[src/rtl/coeff_token_vlc_packer_if.sv]
// coeff_token_vlc_packer_if: token input and packed-word output bundle for the coeff_token packer
interface coeff_token_vlc_packer_if #(
  parameter int OUT_W = 32,
  parameter int CNT_W = 7
);
  logic             in_valid;
  logic             in_ready;
  logic             in_mode;
  logic [4:0]       in_total_coeff;
  logic [1:0]       in_trail_ones;
  logic             in_flush;
  logic             out_valid;
  logic             out_ready;
  logic [OUT_W-1:0] out_data;
  logic [CNT_W-1:0] out_nbits;
  logic             out_last;
  logic             err;
  modport master (
    output in_valid, in_mode, in_total_coeff, in_trail_ones, in_flush, out_ready,
    input  in_ready, out_valid, out_data, out_nbits, out_last, err
  );
  modport slave (
    input  in_valid, in_mode, in_total_coeff, in_trail_ones, in_flush, out_ready,
    output in_ready, out_valid, out_data, out_nbits, out_last, err
  );
endinterface

[src/rtl/coeff_token_vlc_packer.sv]
// coeff_token_vlc_packer: CAVLC coeff_token lookup (chroma DC / FLC) and MSB-first word packer; define CT_ILLEGAL_CHK_EN for the err pulse
module coeff_token_vlc_packer #(
  parameter int OUT_W = 32,
  parameter int CNT_W = 7
) (
  input logic clk,
  input logic rst,
  coeff_token_vlc_packer_if.slave bus
);
  localparam int AW = OUT_W + 8;
  localparam logic [CNT_W-1:0] FULL = CNT_W'(OUT_W);
  typedef enum logic {S_RUN, S_DRAIN} state_t;
  state_t           state;
  logic             l_valid, l_flush;
  logic [7:0]       l_code, lk_code;
  logic [3:0]       l_len, lk_len;
  logic [AW-1:0]    acc;
  logic [CNT_W-1:0] fill;
  logic             illegal, accept, append, emit, last_word, out_valid;
  assign accept    = bus.in_valid & bus.in_ready;
  assign append    = l_valid & (fill < FULL) & (state == S_RUN);
  assign last_word = (state == S_DRAIN) & (fill <= FULL);
  assign out_valid = (state == S_DRAIN) | (fill >= FULL);
  assign emit      = out_valid & bus.out_ready;
  assign bus.in_ready  = !rst & (state == S_RUN) & (!l_valid | append);
  assign bus.out_valid = out_valid;
  assign bus.out_data  = acc[AW-1 -: OUT_W];
  assign bus.out_nbits = !out_valid ? '0 : last_word ? fill : FULL;
  assign bus.out_last  = last_word;
  // Table lookup: {len, code} with the code right-aligned; illegal tokens contribute no bits
  always_comb begin
    illegal = ({3'b000, bus.in_trail_ones} > bus.in_total_coeff) |
              (bus.in_mode ? bus.in_total_coeff > 5'd16 : bus.in_total_coeff > 5'd4);
    {lk_len, lk_code} = 12'h000;
    if (bus.in_mode)
      {lk_len, lk_code} = bus.in_total_coeff == 5'd0 ? 12'h603 :
                          {4'd6, 2'b00, 4'(bus.in_total_coeff - 5'd1), bus.in_trail_ones};
    else
      case ({bus.in_trail_ones, bus.in_total_coeff[2:0]})
        5'b00_000: {lk_len, lk_code} = 12'h201;
        5'b00_001: {lk_len, lk_code} = 12'h607;
        5'b01_001: {lk_len, lk_code} = 12'h101;
        5'b00_010: {lk_len, lk_code} = 12'h604;
        5'b01_010: {lk_len, lk_code} = 12'h606;
        5'b10_010: {lk_len, lk_code} = 12'h301;
        5'b00_011: {lk_len, lk_code} = 12'h603;
        5'b01_011: {lk_len, lk_code} = 12'h703;
        5'b10_011: {lk_len, lk_code} = 12'h702;
        5'b11_011: {lk_len, lk_code} = 12'h605;
        5'b00_100: {lk_len, lk_code} = 12'h602;
        5'b01_100: {lk_len, lk_code} = 12'h803;
        5'b10_100: {lk_len, lk_code} = 12'h802;
        5'b11_100: {lk_len, lk_code} = 12'h700;
        default:   {lk_len, lk_code} = 12'h000;
      endcase
    lk_len = illegal ? 4'd0 : lk_len;
  end
  // Lookup register, append into the accumulator, word emission and drain control
  always_ff @(posedge clk) begin
    if (rst) begin
      state   <= S_RUN;
      l_valid <= 1'b0;
      l_flush <= 1'b0;
      l_code  <= '0;
      l_len   <= '0;
      acc     <= '0;
      fill    <= '0;
    end else begin
      if (accept) begin
        l_valid <= 1'b1;
        l_code  <= lk_code;
        l_len   <= lk_len;
        l_flush <= bus.in_flush;
      end else if (append) l_valid <= 1'b0;
      if (append) begin
        acc  <= acc | (({l_code, {OUT_W{1'b0}}} << (4'd8 - l_len)) >> fill);
        fill <= fill + CNT_W'(l_len);
        if (l_flush) state <= S_DRAIN;
      end else if (emit) begin
        acc  <= acc << OUT_W;
        fill <= fill > FULL ? fill - FULL : '0;
        if (last_word) state <= S_RUN;
      end
    end
  end
`ifdef CT_ILLEGAL_CHK_EN
  logic err_q;
  // One-cycle pulse following acceptance of an illegal token
  always_ff @(posedge clk) err_q <= rst ? 1'b0 : accept & illegal;
  assign bus.err = err_q;
`else
  assign bus.err = 1'b0;
`endif
endmodule

[src/flat_wrapper.sv]
// flat-port wrapper written by rule: the top's interface ports become plain ports
module coeff_token_vlc_packer_flat 
#(
  parameter int OUT_W = 32,
  parameter int CNT_W = 7
)
  (clk, rst, bus_in_valid, bus_in_mode, bus_in_total_coeff, bus_in_trail_ones, bus_in_flush, bus_out_ready, bus_in_ready, bus_out_valid, bus_out_data, bus_out_nbits, bus_out_last, bus_err);
  coeff_token_vlc_packer_if #(.OUT_W(OUT_W), .CNT_W(CNT_W)) bus_i ();
  input logic clk;
  input logic rst;
  input wire logic [$bits(bus_i.in_valid)-1:0] bus_in_valid;
  input wire logic [$bits(bus_i.in_mode)-1:0] bus_in_mode;
  input wire logic [$bits(bus_i.in_total_coeff)-1:0] bus_in_total_coeff;
  input wire logic [$bits(bus_i.in_trail_ones)-1:0] bus_in_trail_ones;
  input wire logic [$bits(bus_i.in_flush)-1:0] bus_in_flush;
  input wire logic [$bits(bus_i.out_ready)-1:0] bus_out_ready;
  output wire logic [$bits(bus_i.in_ready)-1:0] bus_in_ready;
  output wire logic [$bits(bus_i.out_valid)-1:0] bus_out_valid;
  output wire logic [$bits(bus_i.out_data)-1:0] bus_out_data;
  output wire logic [$bits(bus_i.out_nbits)-1:0] bus_out_nbits;
  output wire logic [$bits(bus_i.out_last)-1:0] bus_out_last;
  output wire logic [$bits(bus_i.err)-1:0] bus_err;
  assign bus_i.in_valid = bus_in_valid;
  assign bus_i.in_mode = bus_in_mode;
  assign bus_i.in_total_coeff = bus_in_total_coeff;
  assign bus_i.in_trail_ones = bus_in_trail_ones;
  assign bus_i.in_flush = bus_in_flush;
  assign bus_i.out_ready = bus_out_ready;
  assign bus_in_ready = bus_i.in_ready;
  assign bus_out_valid = bus_i.out_valid;
  assign bus_out_data = bus_i.out_data;
  assign bus_out_nbits = bus_i.out_nbits;
  assign bus_out_last = bus_i.out_last;
  assign bus_err = bus_i.err;
  coeff_token_vlc_packer #(.OUT_W(OUT_W), .CNT_W(CNT_W)) u_core (.clk(clk), .rst(rst), .bus(bus_i));
endmodule
[config.mk]
export PLATFORM = sky130hd
export DESIGN_NAME = coeff_token_vlc_packer_flat
export DESIGN_NICKNAME = d
export VERILOG_FILES = /design/src/rtl/coeff_token_vlc_packer_if.sv /design/src/rtl/coeff_token_vlc_packer.sv /design/src/flat_wrapper.sv
export SDC_FILE = /design/constraint.sdc
export NUM_CORES = 1
export LEC_CHECK = 0
export ABC_AREA = 1
export CORE_MARGIN = 2
export CORE_UTILIZATION = 45
export CTS_BUF_LIST = sky130_fd_sc_hd__clkbuf_8
export CTS_CLUSTER_SIZE = 12
export DETAILED_ROUTE_END_ITERATION = 8
export GPL_ROUTABILITY_DRIVEN = 0
export PLACE_DENSITY = 0.74
export SYNTH_ARGS = -nofsm -noshare
export SYNTH_HDL_FRONTEND = slang
export SYNTH_SLANG_ARGS = --single-unit
[constraint.sdc]
create_clock -name clk -period 5.1 [get_ports clk]
set_clock_uncertainty 0.1 [all_clocks]
set_input_delay 1.02 -clock clk [delete_from_list [all_inputs] [get_ports clk]]
set_output_delay 1.02 -clock clk [all_outputs]
set_load 0.1 [all_outputs]
==> results of run 1 <==
==> report_power, final <==
| part | switching, mW | internal (mW) | total [mW] |
|---|---|---|---|
| logic | 0.355 | 0.111 | 0.466 |
| clock network | 0.200 | 0.223 | 0.424 |
| registers | 0.0220 | 0.494 | 0.516 |
==> worst max-delay path: cells and delay by family, from the launching register on <==
family	cells	cell delay, ps
buf+inv	3	1410
compound gates	1	180
simple gates	3	850
flops	1	420
==> cells by family after synthesis <==
family,count (synthesis)
AO/OA/AOI/OAI,100
adder cells (fa/ha/maj),14
flip-flops,60
buffers and inverters,119
XOR/XNOR,2
other,1
AND/OR/NAND/NOR,361
==> final timing paths <==
check / from / end / depth (start not counted)
max: u_core.fill[5] / bus_out_nbits[2] / 7
min: u_core.acc[0] / u_core.acc[0] / 2
min reg2reg: u_core.acc[0] / u_core.acc[0] / 2
max reg2reg: u_core.l_len[0] / u_core.acc[4] / 12
==> sequential cells by signal (all words and copies together), names as in the netlist <==
register	count
u_core.state	1
u_core.acc	40
u_core.l_valid	1
u_core.fill	7
u_core.l_len	4
u_core.l_code	6
u_core.l_flush	1
==> final cells by class <==
type | count | share of cell area
clock buffers | 9 | 0.0263
inverters | 62 | 0.0504
flip-flops and latches | 60 | 0.255
multi-input cells | 479 | 0.510
well taps | 111 | 0.0294
clock inverters | 7 | 0.0143
repair buffers | 55 | 0.115
==> synthesized netlist by cell type (3+ instances only) <==
master      n
clkinv_1    4
o21ai_1     3
o211ai_1    3
buf_4      36
inv_2       3
nand2_1   198
clkbuf_1   16
o21ai_0    41
buf_2       3
ha_1       13
inv_1      54
nand3_1    86
nor2_2      3
o31ai_1     3
a21oi_1    30
nand2_2     5
nand4_1    18
nor2_1     39
dfxtp_1    60
==> routing by layer <==
| layer | GRT usage | up-vias |
|---|---|---|
| li1 | - | 2155 |
| met1 | 0.301 | 1941 |
| met2 | 0.328 | 177 |
| met3 | 0.0548 | 29 |
| met4 | 0.0748 | 0 |
| met5 | 0 | - |
==> impl_metrics.csv, run 1 <==
group,metric,value,unit
place,dpl_cell_area,4530,um^2
floorplanning,ios,56,
synth,synth_top_family_by_area,"simple AND/OR/NAND/NOR gates",
worst_setup_path,crit_path_cell_trace,"inv_1 -> nor2_1 -> a31oi_1 -> nor2_1 -> inv_1 -> nor2_1 -> clkdlybuf4s50_1",
floorplanning,rows,35,
floorplanning,die_h,101,um
outcome,status,"finished, final reports clean",
clock_tree,cts_num_sinks,60,
clock_tree,cts_setup_buffers,0,
clock_tree,cts_tree,"yes",
synth,synth.area.mux_share,0,
clock_tree,clk_pin_slew,80,ps
synth,synthAdderAreaFrac,0.0434,
floorplanning,dieWidth,101,um
job,maxCapViolCount,0,
global_route,antenna_found_initial,0,
worst_setup_path,cp_slowest_cell,"clkdlybuf4s50_1",
worst_setup_path,critPathMaxStageDelay,1160,ps
power,total_power,1.41,mW
drt,drtIter0Drc,301,
place,dp_cells,767,
worst_setup_path,crit_arrival,3210,ps
floorplanning,dieArea,10100,um^2
synth,yosys.area_share.simple,0.382,
drt,drc,0,
drt,finalWirelength,10.5,mm
synth,yosys_warnings,0,
worst_setup_path,worst-path-max-fanout,8,
global_route,grt_pass1_wl,17.9,mm
worst_setup_path,cpMostUsedCell,"nor2_1",
timing,fin_ws,775,ps
synth,synth_top_area_frac,0.285,
global_route,grt_usage,0.217,
timing,finalMaxSlewViolations,0,
drt,wl_met3,797,um
place,pre_cts_ws,1200,ps
drt,dr_wl_met2,4.52,mm
clock_tree,ctsHoldBuffers,0,
drt,dr.pass1.iters,5,
cells_and_area,most-common-layout-cells,"nand2_1, nand3_1, dfxtp_1",
synth,synth_cell_types,46,
power,leakage,2.11,nW
synth,synth.top_cells.by_area,"dfxtp_1, nand2_1, nand3_1, buf_4, o21ai_0",
synth,synth-async-reset-ratio,0,
synth,synth_compound_area_frac,0.140,
timing,finalHoldViolCount,0,
clock_tree,cts_buffers,9,
cells_and_area,n_antenna_cell,0,
drt,dr.max_layer_used,"met4",
cells_and_area,nets,694,
cells_and_area,fill_cells,921,
clock_tree,clock_path_buffers,2,
timing,rsz0062_at_grt,"false",
floorplanning,initial_core_util,0.460,
global_route,grt_pass1_vias,3949,
timing,finalCritPeriodShare,0.848,
place,dpl.hpwl,7.86,mm
synth,yosys.area.top_type,"dfxtp_1",
synth,synth_edf_count,0,
cells_and_area,syn2layout_area_growth,12.1,%
synth,avgSynthCellArea,6.40,um^2
power,power.density,298,nW/um^2
synth,ys_seq_elements,60,
clock_tree,root_buffer,"clkbuf_8",
worst_setup_path,critical_path_class,"flip-flop to output pin",
worst_setup_path,endpoint_kind,"output pin",
synth,synth_xor_xnor_area_share,0.00416,
synth,syn_inst,657,
cells_and_area,design_area,4720,um^2
timing,min_period,4330,ps
drt,vias,4302,
worst_setup_path,cp-start-kind,"flip-flop",
floorplanning,core_area,9150,um^2
synth,ys.flop_type,"dfxtp_1",
cells_and_area,layout.cells.non_filler,783,
cells_and_area,mostFrequentLayoutCell,"nand2_1",
drt,ant_nets,0,
timing,setup_viol,0,
worst_setup_path,crit_required,3980,ps
global_route,grt_overflow,0,
timing,max_freq,231,MHz
clock_tree,htree_levels,3,
global_route,grt_start_max_net_pins,29,
timing,tns,0,ps
drt,vias_per_cell,5.49,
drt,wl_met1,4.92,mm
timing,worstMarginPinSlew,975,ps
clock_tree,clk_latency,350,ps
place,port_buffers,53,
worst_setup_path,rrSetupSlack,2270,ps
synth,ys_seq_area_frac,0.285,
min_path,hp-class,"flip-flop to flip-flop",
drt,wire_per_inst,13.4,um
clock_tree,ctsResizeCount,0,
cells_and_area,layout-drive-gt1-share,0.0610,
cells_and_area,ff_latch_area,1200,um^2
cells_and_area,utilization,0.515,
timing,hold_ws,346,ps
power,irDropWorstVdd,0.231,mV
timing,relSlewSlack,0.348,
synth,syn_area,4210,um^2
cells_and_area,multiInputGateArea,2400,um^2
Note: power is estimated with default switching activity, not from simulation.
==> run 2: changes to the inputs <==
Clock period 5.1 ns to 4.15 ns, I/O delays scaled along.
==> impl_metrics.csv, run 2 (synthesis gave the netlist of run 1 again) <==
group,metric,value,unit
clock_tree,cts_tree,"yes",
clock_tree,root_buffer,"clkbuf_8",
floorplanning,initial_core_util,0.460,
drt,vias,4277,
worst_setup_path,worstSetupPathDepth,7,
floorplanning,ios,56,
worst_setup_path,critPathBufInv,3,
worst_setup_path,critPathCapture,"bus_out_nbits[1]",
worst_setup_path,cp-start-kind,"flip-flop",
min_path,hp-class,"flip-flop to flip-flop",
min_path,min_from,"u_core.acc[0]",
cells_and_area,regMostFlops,"u_core.acc",
cells_and_area,fill_cells,911,
global_route,grt_pass1_wl,18.1,mm
clock_tree,clk_pin_slew,70,ps
timing,worstMarginPinSlew,978,ps
cells_and_area,ff_latch_area,1200,um^2
worst_setup_path,cp_slowest_cell,"nor2_1",
worst_setup_path,crit_arrival,2300,ps
cells_and_area,largest_reg_flops,40,
timing,rsz0062_at_grt,"false",
worst_setup_path,critical_path_class,"flip-flop to output pin",
clock_tree,cts_num_sinks,60,
clock_tree,clk_latency,360,ps
global_route,grt_overflow,0,
cells_and_area,most-common-layout-cells,"nand2_1, nand3_1, dfxtp_1",
worst_setup_path,r2r_start,"u_core.l_len[0]",
global_route,grt_start_max_net_pins,29,
cells_and_area,n_antenna_cell,0,
timing,min_period,3230,ps
worst_setup_path,rrSetupSlack,1190,ps
timing,finalHoldViolCount,0,
floorplanning,dieWidth,101,um
global_route,grt_pass1_vias,3856,
cells_and_area,nets,695,
clock_tree,cts_setup_buffers,0,
timing,finalMaxSlewViolations,0,
cells_and_area,mostFrequentLayoutCell,"nand2_1",
drt,dr.pass1.iters,7,
timing,setup_viol,0,
timing,tns,0,ps
place,port_buffers,53,
timing,finalCritPeriodShare,0.778,
floorplanning,die_h,101,um
worst_setup_path,crit_path_cell_trace,"inv_1 -> nor2_1 -> a31oi_1 -> nor2_2 -> inv_1 -> nor2_1 -> buf_4",
worst_setup_path,critPathMaxStageDelay,420,ps
floorplanning,rows,35,
place,dp_cells,768,
timing,relSlewSlack,0.346,
job,maxCapViolCount,0,
drt,drtIter0Drc,452,
global_route,antenna_found_initial,0,
place,dpl.hpwl,7.94,mm
clock_tree,cts_buffers,9,
drt,wire_per_inst,13.6,um
worst_setup_path,cp-startpoint,"u_core.fill[5]",
floorplanning,core_area,9150,um^2
drt,finalWirelength,10.6,mm
cells_and_area,multiInputGateArea,2410,um^2
floorplanning,dieArea,10100,um^2
clock_tree,ctsHoldBuffers,0,
drt,ant_nets,0,
worst_setup_path,rr_worst_depth,12,
worst_setup_path,endpoint_kind,"output pin",
drt,vias_per_cell,5.46,
outcome,status,"finished, final reports clean",
clock_tree,clock_path_buffers,2,
global_route,grt_usage,0.221,
drt,drc,0,
cells_and_area,syn2layout_area_growth,12.5,%
worst_setup_path,r2r_end,"u_core.acc[4]",
cells_and_area,top_regs,"u_core.acc: 40 flops, u_core.fill: 7 flops, u_core.l_code: 6 flops",
worst_setup_path,crit_family,"simple AND/OR/NAND/NOR gates",
clock_tree,ctsResizeCount,0,
clock_tree,htree_levels,3,
worst_setup_path,crit_required,3220,ps
timing,max_freq,310,MHz
worst_setup_path,worst-path-max-fanout,8,
cells_and_area,layout.cells.non_filler,784,
power,power.density,371,nW/um^2
cells_and_area,layout-drive-gt1-share,0.0728,
power,irDropWorstVdd,0.289,mV
power,leakage,2.14,nW
run 2: report_power, final:
part / internal (mW) / total, mW / switching (mW)
clock: 0.305 / 0.542 / 0.237
combinational: 0.142 / 0.580 / 0.438
sequential: 0.607 / 0.634 / 0.0262
run 2: area by class of cell:
class                           count  area share
Timing Repair Buffer               56       0.116
Multi-Input combinational cell    479       0.508
Inverter                           62      0.0502
Clock inverter                      5      0.0108
Clock buffer                       11      0.0320
Tap cell                          111      0.0293
Sequential cell                    60       0.254
run 2: how the worst min path moves through the flow:
stage | cells after the start | slack (ps) | end
after floorplan | 2 | 320 | u_core.acc[0]
after global placement | 2 | 330 | u_core.acc[0]
after detailed placement | 2 | 330 | u_core.acc[0]
after CTS | 2 | 340 | u_core.acc[0]
final | 2 | 340 | u_core.acc[0]
after global routing | 2 | 370 | u_core.acc[0]
run 2: worst min-delay path: cells and delay by family (launching register included):
family,cells,cell delay [ps]
DFF,1,300
buffers and inverters,1,60
and+or+nand+nor,1,40
run 2: metal layers:
layer  global-route usage  wire (um)  up-vias
li1                     -          -     2152
met4               0.0622        172        0
met3               0.0485        818       17
met5                    0          0        -
met1                0.308       4910     1933
met2                0.344       4740      175
run 2: metrics by stage:
stage / hold WS [ps] / setup WS, ps / instance area, um^2 / power (mW) / util
global route: 369 / 787 / 4740 / 1.85 / 0.517
floorplan: 316 / -24.6 / 4210 / 1.11 / -
global placement: 325 / 1320 / 4530 / 1.22 / 0.495
finish: 340 / 923 / 4740 / 1.76 / 0.517
CTS: 342 / 955 / 4740 / 1.76 / 0.517
detailed placement: 330 / 1220 / 4530 / 1.22 / 0.495
